===== src/rtl/mul_rs_sched.sv =====
// Allocation, oldest-ready issue and shadow pipeline control
// for the two-entry multiplier reservation station.
module mul_rs_sched #(
  parameter int ENT_NUM     = 2,
  parameter int ENT_SEL     = 1,
  parameter int MUL_LAT     = 3,
  parameter int RRF_SEL     = 6,
  parameter int SPECTAG_LEN = 5
) (
  input  logic                   clk,
  input  logic                   reset,
  input  logic                   req1,
  input  logic                   req2,
  input  logic [ENT_NUM-1:0]     busyvec,
  input  logic [ENT_NUM-1:0]     readyvec,
  output logic                   alloc1,
  output logic                   alloc2,
  output logic [ENT_SEL-1:0]     allocent1,
  output logic [ENT_SEL-1:0]     allocent2,
  output logic                   alloc_stall,
  output logic                   issue_go,
  output logic [ENT_SEL-1:0]     issueaddr,
  input  logic [RRF_SEL-1:0]     iss_rrftag,
  input  logic                   iss_dstval,
  input  logic [SPECTAG_LEN-1:0] iss_spectag,
  input  logic                   iss_specbit,
  input  logic                   prmiss,
  input  logic                   prsuccess,
  input  logic [SPECTAG_LEN-1:0] prtag,
  input  logic [SPECTAG_LEN-1:0] specfixtag,
  output logic                   pipe_adv,
  output logic                   wb_req,
  output logic [RRF_SEL-1:0]     wb_rrftag,
  input  logic                   wb_grant
);

  localparam int CNT_W = ENT_SEL + 2;

  typedef struct packed {
    logic                   valid;
    logic                   dstval;
    logic [RRF_SEL-1:0]     rrftag;
    logic [SPECTAG_LEN-1:0] spectag;
    logic                   specbit;
  } stg_t;

  // ---------------- allocation ----------------
  logic [ENT_SEL-1:0] fr1;
  logic [ENT_SEL-1:0] fr2;
  logic               h1;
  logic               h2;
  logic [CNT_W-1:0]   nfree;
  logic [CNT_W-1:0]   nreq;
  logic               stall_c;

  always_comb begin
    fr1   = '0;
    fr2   = '0;
    h1    = 1'b0;
    h2    = 1'b0;
    nfree = '0;
    for (int i = 0; i < ENT_NUM; i++) begin
      if (!busyvec[i]) begin
        nfree = nfree + CNT_W'(1);
        if (!h1) begin
          fr1 = ENT_SEL'(i);
          h1  = 1'b1;
        end else if (!h2) begin
          fr2 = ENT_SEL'(i);
          h2  = 1'b1;
        end
      end
    end
  end

  assign nreq    = CNT_W'(req1) + CNT_W'(req2);
  assign stall_c = (nfree < nreq) | prmiss | prsuccess;

  assign alloc_stall = stall_c & ~reset;
  assign alloc1      = req1 & ~stall_c & ~reset;
  assign alloc2      = req2 & ~stall_c & ~reset;
  assign allocent1   = reset ? '0 : fr1;
  assign allocent2   = reset ? '0 : (req1 ? fr2 : fr1);

  // ---------------- age matrix ----------------
  logic [ENT_NUM-1:0][ENT_NUM-1:0] older_q;
  logic [ENT_NUM-1:0][ENT_NUM-1:0] older_d;

  // slot 1 counts as already busy when slot 2 is written
  always_comb begin
    older_d = older_q;
    if (alloc1) begin
      older_d[allocent1] = '0;
      for (int i = 0; i < ENT_NUM; i++) begin
        if (busyvec[i]) older_d[i][allocent1] = 1'b1;
      end
    end
    if (alloc2) begin
      older_d[allocent2] = '0;
      for (int i = 0; i < ENT_NUM; i++) begin
        if (busyvec[i] || (alloc1 && ENT_SEL'(i) == allocent1))
          older_d[i][allocent2] = 1'b1;
      end
    end
  end

  always_ff @(posedge clk) begin
    if (reset) older_q <= '0;
    else       older_q <= older_d;
  end

  // ---------------- issue select ----------------
  logic [ENT_NUM-1:0] cand;
  logic [ENT_SEL-1:0] sel;
  logic               found;
  logic               win;

  always_comb begin
    cand  = readyvec & busyvec;
    sel   = '0;
    found = 1'b0;
    win   = 1'b0;
    for (int i = 0; i < ENT_NUM; i++) begin
      win = cand[i] & ~found;
      for (int j = 0; j < ENT_NUM; j++) begin
        if (j != i && cand[j] && !older_q[i][j]) win = 1'b0;
      end
      if (win) begin
        sel   = ENT_SEL'(i);
        found = 1'b1;
      end
    end
  end

  assign issue_go  = (|cand) & pipe_adv & ~prmiss;
  assign issueaddr = reset ? '0 : sel;

  // ---------------- shadow pipeline ----------------
  stg_t st_q [MUL_LAT];
  stg_t st_d [MUL_LAT];
  stg_t src  [MUL_LAT];

  function automatic stg_t spec_fix(
    input stg_t                   s,
    input logic                   miss,
    input logic                   succ,
    input logic [SPECTAG_LEN-1:0] ptag,
    input logic [SPECTAG_LEN-1:0] fix
  );
    stg_t r;
    r = s;
    if (miss) begin
      if (s.specbit && |(s.spectag & fix)) r.valid = 1'b0;
    end else if (succ && s.spectag == ptag) begin
      r.specbit = 1'b0;
    end
    return r;
  endfunction

  assign pipe_adv = ~reset & ~(st_q[MUL_LAT-1].valid &
                               st_q[MUL_LAT-1].dstval & ~wb_grant);

  always_comb begin
    src[0].valid   = issue_go;
    src[0].dstval  = iss_dstval;
    src[0].rrftag  = iss_rrftag;
    src[0].spectag = iss_spectag;
    src[0].specbit = iss_specbit;
    for (int k = 1; k < MUL_LAT; k++) src[k] = st_q[k-1];
    for (int k = 0; k < MUL_LAT; k++) begin
      st_d[k] = spec_fix(pipe_adv ? src[k] : st_q[k],
                         prmiss, prsuccess, prtag, specfixtag);
    end
  end

  always_ff @(posedge clk) begin
    if (reset) begin
      for (int k = 0; k < MUL_LAT; k++) st_q[k] <= '0;
    end else begin
      for (int k = 0; k < MUL_LAT; k++) st_q[k] <= st_d[k];
    end
  end

  assign wb_req    = ~reset & st_q[MUL_LAT-1].valid & st_q[MUL_LAT-1].dstval;
  assign wb_rrftag = (~reset & st_q[MUL_LAT-1].valid) ?
                     st_q[MUL_LAT-1].rrftag : '0;

endmodule


===== config.mk =====
export PLATFORM = sky130hd
export DESIGN_NAME = mul_rs_sched
export DESIGN_NICKNAME = d
export VERILOG_FILES = /design/src/rtl/mul_rs_sched.sv
export SDC_FILE = /design/constraint.sdc
export NUM_CORES = 1
export LEC_CHECK = 0
export BUFFER_PORTS_ARGS = -buffer_cell sky130_fd_sc_hd__buf_2
export CORE_MARGIN = 8
export CORE_UTILIZATION = 49
export CTS_CLUSTER_DIAMETER = 100
export DETAILED_ROUTE_END_ITERATION = 7
export PLACE_DENSITY = 0.76
export SLEW_MARGIN = 20
export SYNTH_ARGS = -nofsm -noshare
export SYNTH_HDL_FRONTEND = slang
export SYNTH_SLANG_ARGS = --single-unit
export TNS_END_PERCENT = 10

===== constraint.sdc =====
create_clock -name clk -period 1.8 [get_ports clk]
set_input_delay 0.18 -clock clk [delete_from_list [all_inputs] [get_ports clk]]
set_output_delay 0.18 -clock clk [all_outputs]
set_load 0.05 [all_outputs]

======== Yosys cells after proc, flatten, opt, wreduce, memory -nomap -nowiden ========
Memories as Yosys holds them, arrays and structs flattened.
Cells that the tools add are included.
storage, ports and cells
  bits in registers ....................... 4
  memory bits (writable) .................. 42
  input bits .............................. 34
  logic and storage cells ................. 120
  memories kept ........................... 1
memory list
  memory  words  width  read ports  clocked after memory_dff  write ports  line  source
  st_q    3      14     3           0                         3            139   stg_t st_q [MUL_LAT];
cells by class
  add/sub/neg operators ................... 2
  magnitude comparators ................... 5
  equality and inequality tests ........... 3
  multiplexer cells ....................... 50
  bitwise gates (word level) .............. 37
  reductions and logical operators ........ 20
operator list
  kind                 number
  $mux 14              6
  $mux 1               30
  $and 5x5->5          3
  $eq 5x5->1           3
  $reduce_or 5->1      3
  $and 1x1->1          13
  $logic_and 1x1->1    12
  $mux 2               6
  $and 4x4->4          2
  $mux 4               2
  $not 4->4            2
  $or 2x2->2           4
  $not 1->1            7
  $mux 6               1
  $or 1x1->1           5
  $demux 2 s1          2
  $lt 1x2->1 const B   2
  $add 3x1->3 const B  1
  $lt 3x2->1           1
  $mux 3               1
  $add 1x1->2          1
  $and 2x2->2          1
  $demux 1 s1          2
  $ge 1x1->1 const B   2
  other kinds (3)      5

======== Longest topological paths before layout ========
  depth after elaboration ................. 16
  mapped depth ............................ 7

======== Worst setup path before layout ========
Ideal clock, no wire load.
  path kind ............................... register -> output
  from .................................... memory st_q[0][40] (netlist name)
  to ...................................... output issue_go
  data arrival time ....................... 3.207 ns
  data required time ...................... 1.620 ns
  setup slack ............................. -1.587 ns
  cell stages (with the launch flop) ...... 5
  cells stage by stage .................... dfxtp_1 and3b_1 buf_6 buf_4 a2111oi_0
RTL lines
  item                line  source
  start: declaration  139
  end: declaration    21    output logic issue_go,

==> results.toml <==
[outcome]
status = "finished, violations left"
violations = "negative setup slack"

[synthesis]
ys_warn_count = 0
synthesis.area_sq_um = 2330
synth_cells = 281
synth_ff_type = "dfxtp_1"
synth_top_cell_by_area = "dfxtp_1"
yosys_register_bits = 44
synth_enable_flop_cells = 0
synth_top_area_frac = 0.378
syn_nets = 319
synthArstFlopShare = 0
seq_area_frac_synth = 0.378
synth_area_leaders = "dfxtp_1, nand2_1, a21oi_1"
ys_types = 42
avgSynthCellArea_sq_um = 8.28

[detailed_routing]
vias = 2292
wl_um = 6530
top_layer = "met4"
drt_first_pass_iters = 5
met3_length_um = 366
drc_errors = 0
drt-vias-per-instance = 5.58
routedWlPerCell_um = 15.9
wl_met1_um = 3030
drtIter0Drc = 227
drtAntennaViolNets = 0
wl_met2_um = 3000

[floorplanning]
die_h_um = 84.9
start_util = 0.499
die-area_sq_um = 7210
num_rows = 25
fp.dieW_um = 84.9
coreArea_sq_um = 4660
num_io_pins = 49

[critical_path]
timing.rr.end = "st_q[0][28]"
setup.worst_path.start = "st_q[0][40]"
arrival_ns = 2.14
path_class = "reg -> reg"
r2r_setup_slack_ns = -0.15
end_kind = "register"
cp_data_required_time_ns = 2.00
reg2regPathDepth = 6
crit_path_end = "st_q[0][28]"
critPathMaxFanout = 11
reg2reg_from = "st_q[0][40]"
cp-start-kind = "register"

[cells_and_area]
antennaDiodeCount = 0
drive_gt1_frac = 0.311
nets = 394
areaGrowthSynthToFinish_pct = 32.4

[clocking]
clock-sinks = 44
numCtsBuffers = 5
htreeDepth = 2
cts-hold-fix-buffers = 0
clock-root-buffer = "clkbuf_8"
clk_latency_ns = 0.30
cts_tree = "done"
clk_pin_slew_ns = 0.09
clk_path_buf_depth = 2

[sta]
hold_slack_ns = 0.0693
setup_ws_ns = -0.146
slew_headroom = 0.709
period_share = 1.08
setup_viol = 8
fmax_mhz = 514
period_minus_slack_ns = 1.95
slew_violations = 0
clock_skew_ns = 0.00579
rsz0062_at_grt = "yes"
finalHoldViolCount = 0
worst_pin_slew_ns = 0.435

[grt]
grt.total_usage = 0.180
antenna_found_initial = 0
grt_pass1_vias = 2217
grt_max_degree = 20
grt_overflow_total = 0
grt_pass1_wl_um = 10600

[power_and_ir_drop]
vdd_ir_drop_max_v = 0.000500
p_leak_nw = 1.33
power.density_nw_per_um2 = 713
total_power_mw = 2.20

[worst_hold_path]
whs_path_depth = 3
min_path_type = "in -> reg"

[placed_design]
dp_hpwl_um = 4820
io_buffers = 48
place.gp.congestion = 0.924

[run]
maxCapViolCount = 0
## state kept, by name, summed over array words and instances, names as in the netlist
register  cells
older_q       2
st_q         42
## kinds of logic (layout without fill, tap and decap cells)
logic type,after synthesis,after routing,share of synthesized area
compound gates,56,56,0.173
xor+xnor,15,15,0.0565
fa+ha+maj,4,4,0.0215
buf+inv,25,101,0.0452
flops,44,44,0.378
mux,9,9,0.0409
simple gates,128,128,0.284
## how the worst min path moves through the flow
| stage | end | startpoint | slack, ns |
|---|---|---|---|
| final | st_q[0][6] | iss_rrftag[0] | 0.07 |
| after global routing | st_q[0][6] | iss_rrftag[0] | 0.09 |
| after CTS | st_q[0][6] | iss_rrftag[0] | 0.07 |
| after detailed placement | st_q[0][6] | iss_rrftag[0] | 0.38 |
| after global placement | st_q[0][6] | iss_rrftag[0] | 0.37 |
| after floorplan | st_q[0][6] | iss_rrftag[0] | 0.28 |
## through the flow
stage	util	area [sq um]	setup TNS, ns	setup WS (ns)	instances
after detailed placement	0.623	2910	-0.574	-0.120	403
after global placement	0.623	2910	-0.326	-0.110	403
after global routing	0.661	3080	-1.26	-0.202	411
final	0.661	3080	-0.744	-0.146	411
after CTS	0.656	3060	-0.610	-0.143	411
after floorplan	-	2370	-1.07	-0.315	281
## per-layer routing
| metal | vias to the layer above | track usage |
|---|---|---|
| met1 | 1062 | 0.237 |
| met5 | - | 0 |
| li1 | 1132 | - |
| met3 | 12 | 0.0261 |
| met2 | 86 | 0.286 |
| met4 | 0 | 0.0793 |
## placed cells by master, fill, tap and decap left out, types with 2 or more instances in the layout
cell / count
mux2i_2: 3
o21ai_0: 2
ha_1: 4
xnor2_1: 8
a222oi_1: 3
buf_2: 43
a21oi_1: 23
and2_1: 18
buf_6: 3
clkinv_4: 2
clkbuf_8: 5
dfxtp_1: 43
nand2b_1: 15
nand4b_1: 12
xor2_1: 7
nand2_1: 58
buf_4: 35
nor2_1: 11
mux2_2: 4
o311a_1: 4
a311oi_1: 2
a211oi_1: 2
mux2i_1: 2
o211ai_1: 12
buf_12: 2
inv_1: 9
## area by class of cell
class	count	area (sq um)
fill	400	1580
multi-input combinational	212	1420
sequential	44	882
timing repair buffer	84	567
clock buffer	5	68.8
tap	54	67.6
clock inverter	3	47.5
inverter	9	33.8
## Yosys cell counts, types with 2 or more instances
library cell / count
nand2_1: 58
nor2_1: 11
xor2_1: 7
xnor2_1: 8
o211ai_1: 12
nor3_1: 2
dfxtp_1: 44
a211oi_1: 2
a222oi_1: 3
inv_1: 9
or2_2: 2
a21oi_1: 23
mux2i_1: 5
o311a_1: 4
nand2b_1: 15
mux2_2: 4
a2111oi_0: 2
and2_1: 18
ha_1: 4
o21ai_0: 2
buf_1: 2
nand4b_1: 12
clkbuf_1: 12
a311oi_1: 2
## power breakdown
part / switching, mW / leakage, nW / internal (mW) / total (mW)
combinational: 0.204 / 0.906 / 0.180 / 0.383
sequential: 0.0221 / 0.361 / 1.01 / 1.03
clock: 0.365 / 0.0583 / 0.418 / 0.783
## critical path: stages (launching register included)
cell and delay [ns]:
dfxtp_2 0.33, and3b_2 0.24, buf_12 0.15, o211ai_1 0.39, xor2_1 0.16, or2_4 0.25, o311a_1 0.32
## repair_timing
action                     4_1_cts  5_1_grt
setup buffers                    0        0
gates resized for setup          9       10
setup endpoints to repair        9       11
cloned                           0        0
pin swaps                        5        8
No activity file was read; power rests on OpenSTA's default activity.
